[config.mk]
export PLATFORM = sky130hd
export DESIGN_NAME = switch_input_reader
export DESIGN_NICKNAME = d
export VERILOG_FILES = /design/src/rtl/switch_input_reader.sv
export SDC_FILE = /design/constraint.sdc
export NUM_CORES = 1
export LEC_CHECK = 0
export ABC_AREA = 0
export CORE_ASPECT_RATIO = 1.4
export CORE_MARGIN = 2
export CORE_UTILIZATION = 53
export CTS_BUF_LIST = sky130_fd_sc_hd__clkbuf_8 sky130_fd_sc_hd__clkbuf_16
export CTS_CLUSTER_DIAMETER = 80
export DETAILED_ROUTE_END_ITERATION = 8
export PLACE_DENSITY_LB_ADDON = 0.15
export SLEW_MARGIN = 20
export SYNTH_ARGS = -nofsm -noshare
export SYNTH_HDL_FRONTEND = slang
export SYNTH_SLANG_ARGS = --single-unit
[constraint.sdc]
create_clock -name clk -period 2.2 [get_ports clk]
set_input_delay 0.22 -clock clk [delete_from_list [all_inputs] [get_ports clk]]
set_output_delay 0.22 -clock clk [all_outputs]
set_load 0.1 [all_outputs]
[src/rtl/switch_input_reader.sv]
// switch_input_reader: synchronised, debounced switch/confirm inputs served as memory-mapped CPU loads
module switch_input_reader #(
  parameter int          SW_WIDTH  = 16,
  parameter int          DB_CYCLES = 1000000,
  parameter logic [31:0] BASE_ADDR = 32'hFFFF_FFF0
) (
  input  logic                clk,
  input  logic                rst,
  input  logic [SW_WIDTH-1:0] sw_in,
  input  logic                confirm_in,
  input  logic                rd_en,
  input  logic [31:0]         addr,
  output logic [31:0]         rd_data,
  output logic                rd_valid,
  output logic                confirm_pending
);
  localparam int HALF = SW_WIDTH / 2;
  localparam int CW   = $clog2(DB_CYCLES);
  logic [SW_WIDTH-1:0] sw_s1, sw_s2, sw_prev, sw_stable;
  logic [CW-1:0]       sw_cnt, cf_cnt;
  logic                cf_s1, cf_s2, cf_prev, cf_stable;
  logic                sw_inc, sw_take, cf_inc, cf_take, cf_rise;
  logic                pending, overflow, hit, status_rd;
  logic [3:0]          off;
  logic [31:0]         sel;
  // The counter only runs while sync2 differs from stable and held its value last cycle.
  // Taking at DB_CYCLES-2 means stable updates on the edge the count would reach DB_CYCLES-1.
  always_comb begin
    sw_inc    = sw_s2 != sw_stable && sw_s2 == sw_prev;
    sw_take   = sw_inc && sw_cnt == CW'(DB_CYCLES - 2);
    cf_inc    = cf_s2 != cf_stable && cf_s2 == cf_prev;
    cf_take   = cf_inc && cf_cnt == CW'(DB_CYCLES - 2);
    cf_rise   = cf_take && cf_s2;
    off       = addr[3:0] - BASE_ADDR[3:0];
    hit       = addr[31:4] == BASE_ADDR[31:4] && off[0] && off <= 4'hB;
    status_rd = rd_en && hit && off == 4'hB;
    sel = off == 4'h1 ? 32'(sw_stable) :
          off == 4'h3 ? 32'($signed(sw_stable[SW_WIDTH-1:HALF])) :
          off == 4'h5 ? 32'(sw_stable[SW_WIDTH-1:HALF]) :
          off == 4'h7 ? 32'(sw_stable[2:0]) :
          off == 4'h9 ? 32'(sw_stable[HALF-1:0]) :
                        {30'd0, overflow, pending};
  end
  always_ff @(posedge clk) begin
    if (rst) begin
      sw_s1     <= '0;
      sw_s2     <= '0;
      sw_prev   <= '0;
      sw_stable <= '0;
      sw_cnt    <= '0;
      cf_s1     <= 1'b0;
      cf_s2     <= 1'b0;
      cf_prev   <= 1'b0;
      cf_stable <= 1'b0;
      cf_cnt    <= '0;
      pending   <= 1'b0;
      overflow  <= 1'b0;
      rd_data   <= '0;
      rd_valid  <= 1'b0;
    end else begin
      sw_s1     <= sw_in;
      sw_s2     <= sw_s1;
      sw_prev   <= sw_s2;
      sw_cnt    <= sw_inc && !sw_take ? sw_cnt + 1'b1 : '0;
      sw_stable <= sw_take ? sw_s2 : sw_stable;
      cf_s1     <= confirm_in;
      cf_s2     <= cf_s1;
      cf_prev   <= cf_s2;
      cf_cnt    <= cf_inc && !cf_take ? cf_cnt + 1'b1 : '0;
      cf_stable <= cf_take ? cf_s2 : cf_stable;
      // A status read returns the pre-edge value; a press landing on the same edge survives the clear.
      pending   <= status_rd ? cf_rise : pending | cf_rise;
      overflow  <= status_rd ? 1'b0 : overflow | (cf_rise & pending);
      rd_valid  <= rd_en && hit;
      rd_data   <= rd_en && hit ? sel : rd_data;
    end
  end
  assign confirm_pending = pending;
endmodule

==> results of run 1 <==
## worst max-delay path, stage by stage (launching register included)
cell	delay, ps
dfxtp_1	370
xor2_1	180
nor4_1	450
nand4_1	290
nand4_4	170
buf_12	180
mux2_2	340
## synthesized netlist by cell type (all sizes together), types with 16 or more instances
master / instances
a21oi: 16
buf: 20
clkbuf: 17
dfxtp: 128
mux2: 16
nand2: 33
nand3: 20
nand4: 21
nor2: 55
nor2b: 67
xnor2: 27
xor2: 40
## sequential cells by signal, indices dropped and copies added, names as in the netlist
signal / flops
confirm_pending: 1
sw_stable: 16
cf_cnt: 20
cf_s1: 1
rd_data: 17
rd_valid: 1
sw_s1: 16
overflow: 1
sw_cnt: 20
sw_s2: 16
cf_s2: 1
cf_prev: 1
sw_prev: 16
cf_stable: 1
## metrics by stage
step                utilization [%]  cell area [sq um]  hold slack, ps  cells  total power [W]
finish                         70.4               6930             352    788          0.00573
global route                   70.4               6930             342    788          0.00590
detailed placement             63.6               6260             421    756          0.00267
CTS                            70.3               6930             338    788          0.00578
floorplan                         -               5320             348    549          0.00254
global placement               63.6               6260             423    756          0.00266
## per-layer routing
layer | GRT usage [%] | share of wire, %
met5 | 0 | 0
met4 | 8.05 | 1.6
met3 | 6.19 | 6.1
met2 | 38.1 | 53
met1 | 22.1 | 39
## what timing repair did
action | 4_1_cts | 5_1_grt
endpoints found under the setup margin | 0 | 16
setup buffers | 0 | 0
gates resized for setup | 0 | 1
endpoints found under the hold margin | 0 | 0
## how the worst max path moves through the flow
stage / startpoint / endpoint / slack [ps] / depth (start not counted)
floorplan: sw_cnt[5] / sw_stable[10] / 190 / 5
global placement: addr[3] / rd_data[30] / 70 / 5
detailed placement: addr[3] / rd_data[30] / 100 / 5
CTS: sw_stable[10] / sw_stable[15] / 100 / 6
global route: cf_cnt[11] / cf_cnt[0] / 9 / 6
finish: sw_stable[10] / sw_stable[15] / 100 / 6
## power by group
part	switching, W	internal [W]
Combinational	0.0000992	0.000142
Sequential	0.0000213	0.00236
Clock	0.00105	0.00206
Total	0.00117	0.00456
## final cells by class
class | count | area [sq um]
fill | 774 | 2910
sequential | 128 | 2560
multi-input combinational | 380 | 2540
timing repair buffer | 109 | 978
clock buffer | 18 | 439
clock inverter | 14 | 226
tap | 135 | 169
inverter | 4 | 15.0
## kinds of logic (layout without fill, tap and decap cells)
kind of cell             Yosys count  after routing  synth area share (%)
adder cells (fa/ha/maj)            4              4                 0.941
flip-flops                       128            128                  48.2
AO/OA/AOI/OAI                     47             47                  5.55
multiplexers                      18             18                  4.47
AND/OR/NAND/NOR                  244            244                  25.7
XOR/XNOR                          67             67                  11.0
buffers and inverters             41            145                  4.19
## placed cells by master, fill, tap and decap left out, types with 4 or more instances in the layout
| cell type | Yosys | layout |
|---|---|---|
| dfxtp_1 | 128 | 128 |
| nor2b_1 | 67 | 67 |
| nor2_1 | 55 | 55 |
| buf_4 | 15 | 55 |
| clkdlybuf4s50_1 | 0 | 50 |
| xor2_1 | 40 | 40 |
| nand2_1 | 33 | 33 |
| xnor2_1 | 27 | 27 |
| nand4_1 | 20 | 20 |
| nand3_1 | 20 | 20 |
| clkbuf_16 | 0 | 17 |
| a21oi_1 | 16 | 16 |
| mux2_4 | 10 | 10 |
| nor3_1 | 8 | 8 |
| a21o_1 | 7 | 7 |
| a31oi_1 | 7 | 7 |
| nor4_1 | 7 | 6 |
| mux2_2 | 6 | 6 |
| o21ai_0 | 6 | 6 |
| and3_1 | 5 | 5 |
| or3_1 | 5 | 5 |
| a221oi_1 | 5 | 5 |
| inv_6 | 0 | 5 |
| bufinv_16 | 0 | 5 |
| inv_1 | 4 | 4 |
| ha_1 | 4 | 4 |
==> results.yml, run 1 <==
drt:
  wire_per_inst_um: 13.8
  drt-initial-drc-count: 128
  first_pass_iters: 4
  drt-total-wl_um: 10900
  drtAntennaViolNets: 0
  via_count: 4055
  drcViolationCount: 0
  routed_via_density: 5.15
sta:
  layout_setup_ws_ps: 102
  skew_ps: 8.65
  rsz0062_at_grt: "false"
  drv_slew: 0
  hold_violations: 0
  relSlewSlack_pct: 47.0
  finalCritPeriodShare_pct: 95.4
  fin_crit_ps: 2100
  worstMarginPinSlew_ps: 795
  fmax_mhz: 477
  setup_violations: 0
  tns_ps: 0
power_and_ir_drop:
  leakage_nw: 2.72
  ir_drop_mv: 0.610
  powerDensity_nw_per_um2: 826
place:
  post-place-ws_ps: 105
  place_congestion: 0.807
  port_buffers: 85
  hpwl_um: 7790
logic_synthesis:
  yosysTopAreaCellShare_pct: 48.2
  avgSynthCellArea_sq_um: 9.69
  synth_cell_types: 47
  synthesis.nets: 605
  synth_top_cell_by_area: "dfxtp_1"
  ys_async_sr_fraction_pct: 0
  synth-edff-count: 0
  synth_area_sq_um: 5320
  yosys_warnings: 0
  syn_inst: 549
  synth-seq-cells: 128
  synth_area_leaders: "dfxtp_1, nor2b_1, xor2_1"
  ys.flop_type: "dfxtp_1"
  synth_seq_area_share_pct: 48.2
worst_hold_path:
  hold_path_class: "input pin to register"
  hold_depth: 2
  min_from: "sw_in[5]"
  hold_end: "sw_s1[5]"
cts:
  cts_root_buf: "clkbuf_16"
  clkLatencyLatePin_ps: 410
  numCtsBuffers: 17
  cts_tree: "done"
  clk_pin_slew_ps: 60
  htreeDepth: 4
  ctsHoldBuffers: 0
  cts_buffer_depth: 2
  clock_sinks: 128
setup_path:
  cp_max_fo: 16
  cp.arrival_ps: 2390
  worstSetupPathType: "register to register"
  end_kind: "register"
  reg2reg_depth: 6
  reg2reg_slack_ps: 100
  rr_startpoint: "sw_stable[10]"
  crit_path_start_kind: "register"
  reg2reg_to: "sw_stable[15]"
  cp.required_ps: 2500
global_route:
  grt_first_pass_wirelength_um: 17400
  gr-total-overflow: 0
  grtUsageTotal_pct: 20.9
  antenna_found_initial: 0
  grt_max_degree: 46
  first_global_vias: 3965
die:
  std_cell_rows: 43
  start_util_pct: 54.0
  io_pins: 86
  fp.dieW_um: 88.7
  die-height_um: 123
  die-area_sq_um: 10900
  core-area_sq_um: 9850
layout:
  diodes: 0
  layout-drive-gt1-share_pct: 17.8
  nNetsFinal: 696
  area_growth_syn_to_layout_pct: 30.3
outcome:
  status: "finished clean"
flow_run:
  maxCapViolations: 0
No activity file was read; power rests on OpenSTA's default activity.
==> run 2: changes to the inputs <==
- clock period: 2.2 -> 2.3 ns (I/O delays scaled with it)
==> run 2 against run 1 <==
Compared with the run above: maximum frequency rose by 3.1%; setup slack gained 160 ps; cell area shrank 0.38%; global-route usage increased by 0.59 points; die area unchanged; critical path type unchanged.
==> results.yml, run 2 (same netlist as run 1, synthesis figures left out) <==
outcome:
  status: "finished clean"
place:
  port_buffers: 85
  hpwl_um: 7700
  place_inst: 754
  place_congestion: 0.811
sta:
  worstMarginPinSlew_ps: 461
  hold_violations: 0
  relSlewSlack_pct: 69.2
  setup_violations: 0
  finalCritPeriodShare_pct: 88.5
  rsz0062_at_grt: "false"
  tns_ps: 0
  fin_crit_ps: 2030
  skew_ps: 7.20
  fmax_mhz: 491
  drv_slew: 0
cts:
  ctsResizeCount: 0
  cts_root_buf: "clkbuf_16"
  ctsHoldBuffers: 0
  clkLatencyLatePin_ps: 410
  cts_buffer_depth: 2
  postCtsSetupRepairBufs: 0
  cts_tree: "done"
  clk_pin_slew_ps: 50
  htreeDepth: 4
  numCtsBuffers: 17
  clock_sinks: 128
die:
  fp.dieW_um: 88.7
  core-area_sq_um: 9850
  io_pins: 86
  die-area_sq_um: 10900
  std_cell_rows: 43
  die-height_um: 123
  start_util_pct: 54.0
worst_hold_path:
  hold_path_class: "input pin to register"
  hold_depth: 2
global_route:
  first_global_vias: 3998
  grt_first_pass_wirelength_um: 17800
  grtUsageTotal_pct: 21.5
  antenna_found_initial: 0
  gr-total-overflow: 0
  grt_max_degree: 26
power_and_ir_drop:
  leakage_nw: 2.71
  powerDensity_nw_per_um2: 806
  ir_drop_mv: 0.660
drt:
  first_pass_iters: 5
  drt-initial-drc-count: 165
  drt-total-wl_um: 11200
  drcViolationCount: 0
  routed_via_density: 5.23
  drtAntennaViolNets: 0
  via_count: 4112
  wire_per_inst_um: 14.2
layout:
  largest_registers: "cf_cnt (20), sw_cnt (20), rd_data (17)"
  fin_cells: 786
  nNetsFinal: 694
  mostFrequentLayoutCell: "dfxtp_1"
  final_cell_mix: "dfxtp_1, nor2b_1, nor2_1, buf_4, clkdlybuf4s50_1"
  layout-drive-gt1-share_pct: 17.2
  diodes: 0
  area_growth_syn_to_layout_pct: 29.8
setup_path:
  reg2reg_depth: 5
  crit_path_start_kind: "register"
  cp_max_fo: 16
  worstSetupPathType: "register to register"
  reg2reg_slack_ps: 270
  end_kind: "register"
  cp.arrival_ps: 2330
  cp.required_ps: 2590
flow_run:
  maxCapViolations: 0
-- run 2: worst paths after layout --
| path | from | to |
|---|---|---|
| worst min register to register | sw_s1[10] | sw_s2[10] |
| worst max-delay path | sw_cnt[13] | sw_stable[8] |
| worst min-delay path | rst | sw_s1[15] |
| worst max register to register | sw_cnt[13] | sw_stable[8] |
-- run 2: metal layers --
metal	wire, um	up-vias	track usage (%)	share of wire (%)
met3	623	31	5.78	5.6
met5	0	-	0	0
li1	-	2027	-	-
met1	4410	1929	22.7	39
met4	374	0	11.3	3.3
met2	5760	125	38.1	52
-- run 2: final cells by class --
cell class,instances,area (sq um)
Inverter,4,15.0
Fill cell,788,2940
Clock inverter,13,233
Timing Repair Buffer,107,938
Clock buffer,19,453
Sequential cell,128,2560
Tap cell,135,169
Multi-Input combinational cell,380,2530
-- run 2: report_power, final --
| part | total (W) | internal [W] | switching, W |
|---|---|---|---|
| logic | 0.000231 | 0.000135 | 0.0000962 |
| clock network | 0.00306 | 0.00210 | 0.000964 |
| registers | 0.00228 | 0.00225 | 0.0000211 |
| total | 0.00557 | 0.00448 | 0.00108 |
-- run 2: critical path, stage by stage (launching register included) --
cell,delay (ps)
dfxtp_1,350
or4b_4,570
nor4_4,360
nand4_4,140
buf_12,190
mux2_4,300
-- run 2: per-stage QoR --
stage          utilization [%]  setup slack [ps]  total power [W]  hold slack (ps)  cell area, sq um
2_1_floorplan                -               293          0.00243              358              5320
3_3_place_gp              63.2               279          0.00255              421              6220
3_5_place_dp              63.2               250          0.00255              424              6220
4_1_cts                   70.1               254          0.00562              242              6910
5_1_grt                   70.1               165          0.00573              276              6910
6_report                  70.1               265          0.00557              252              6910
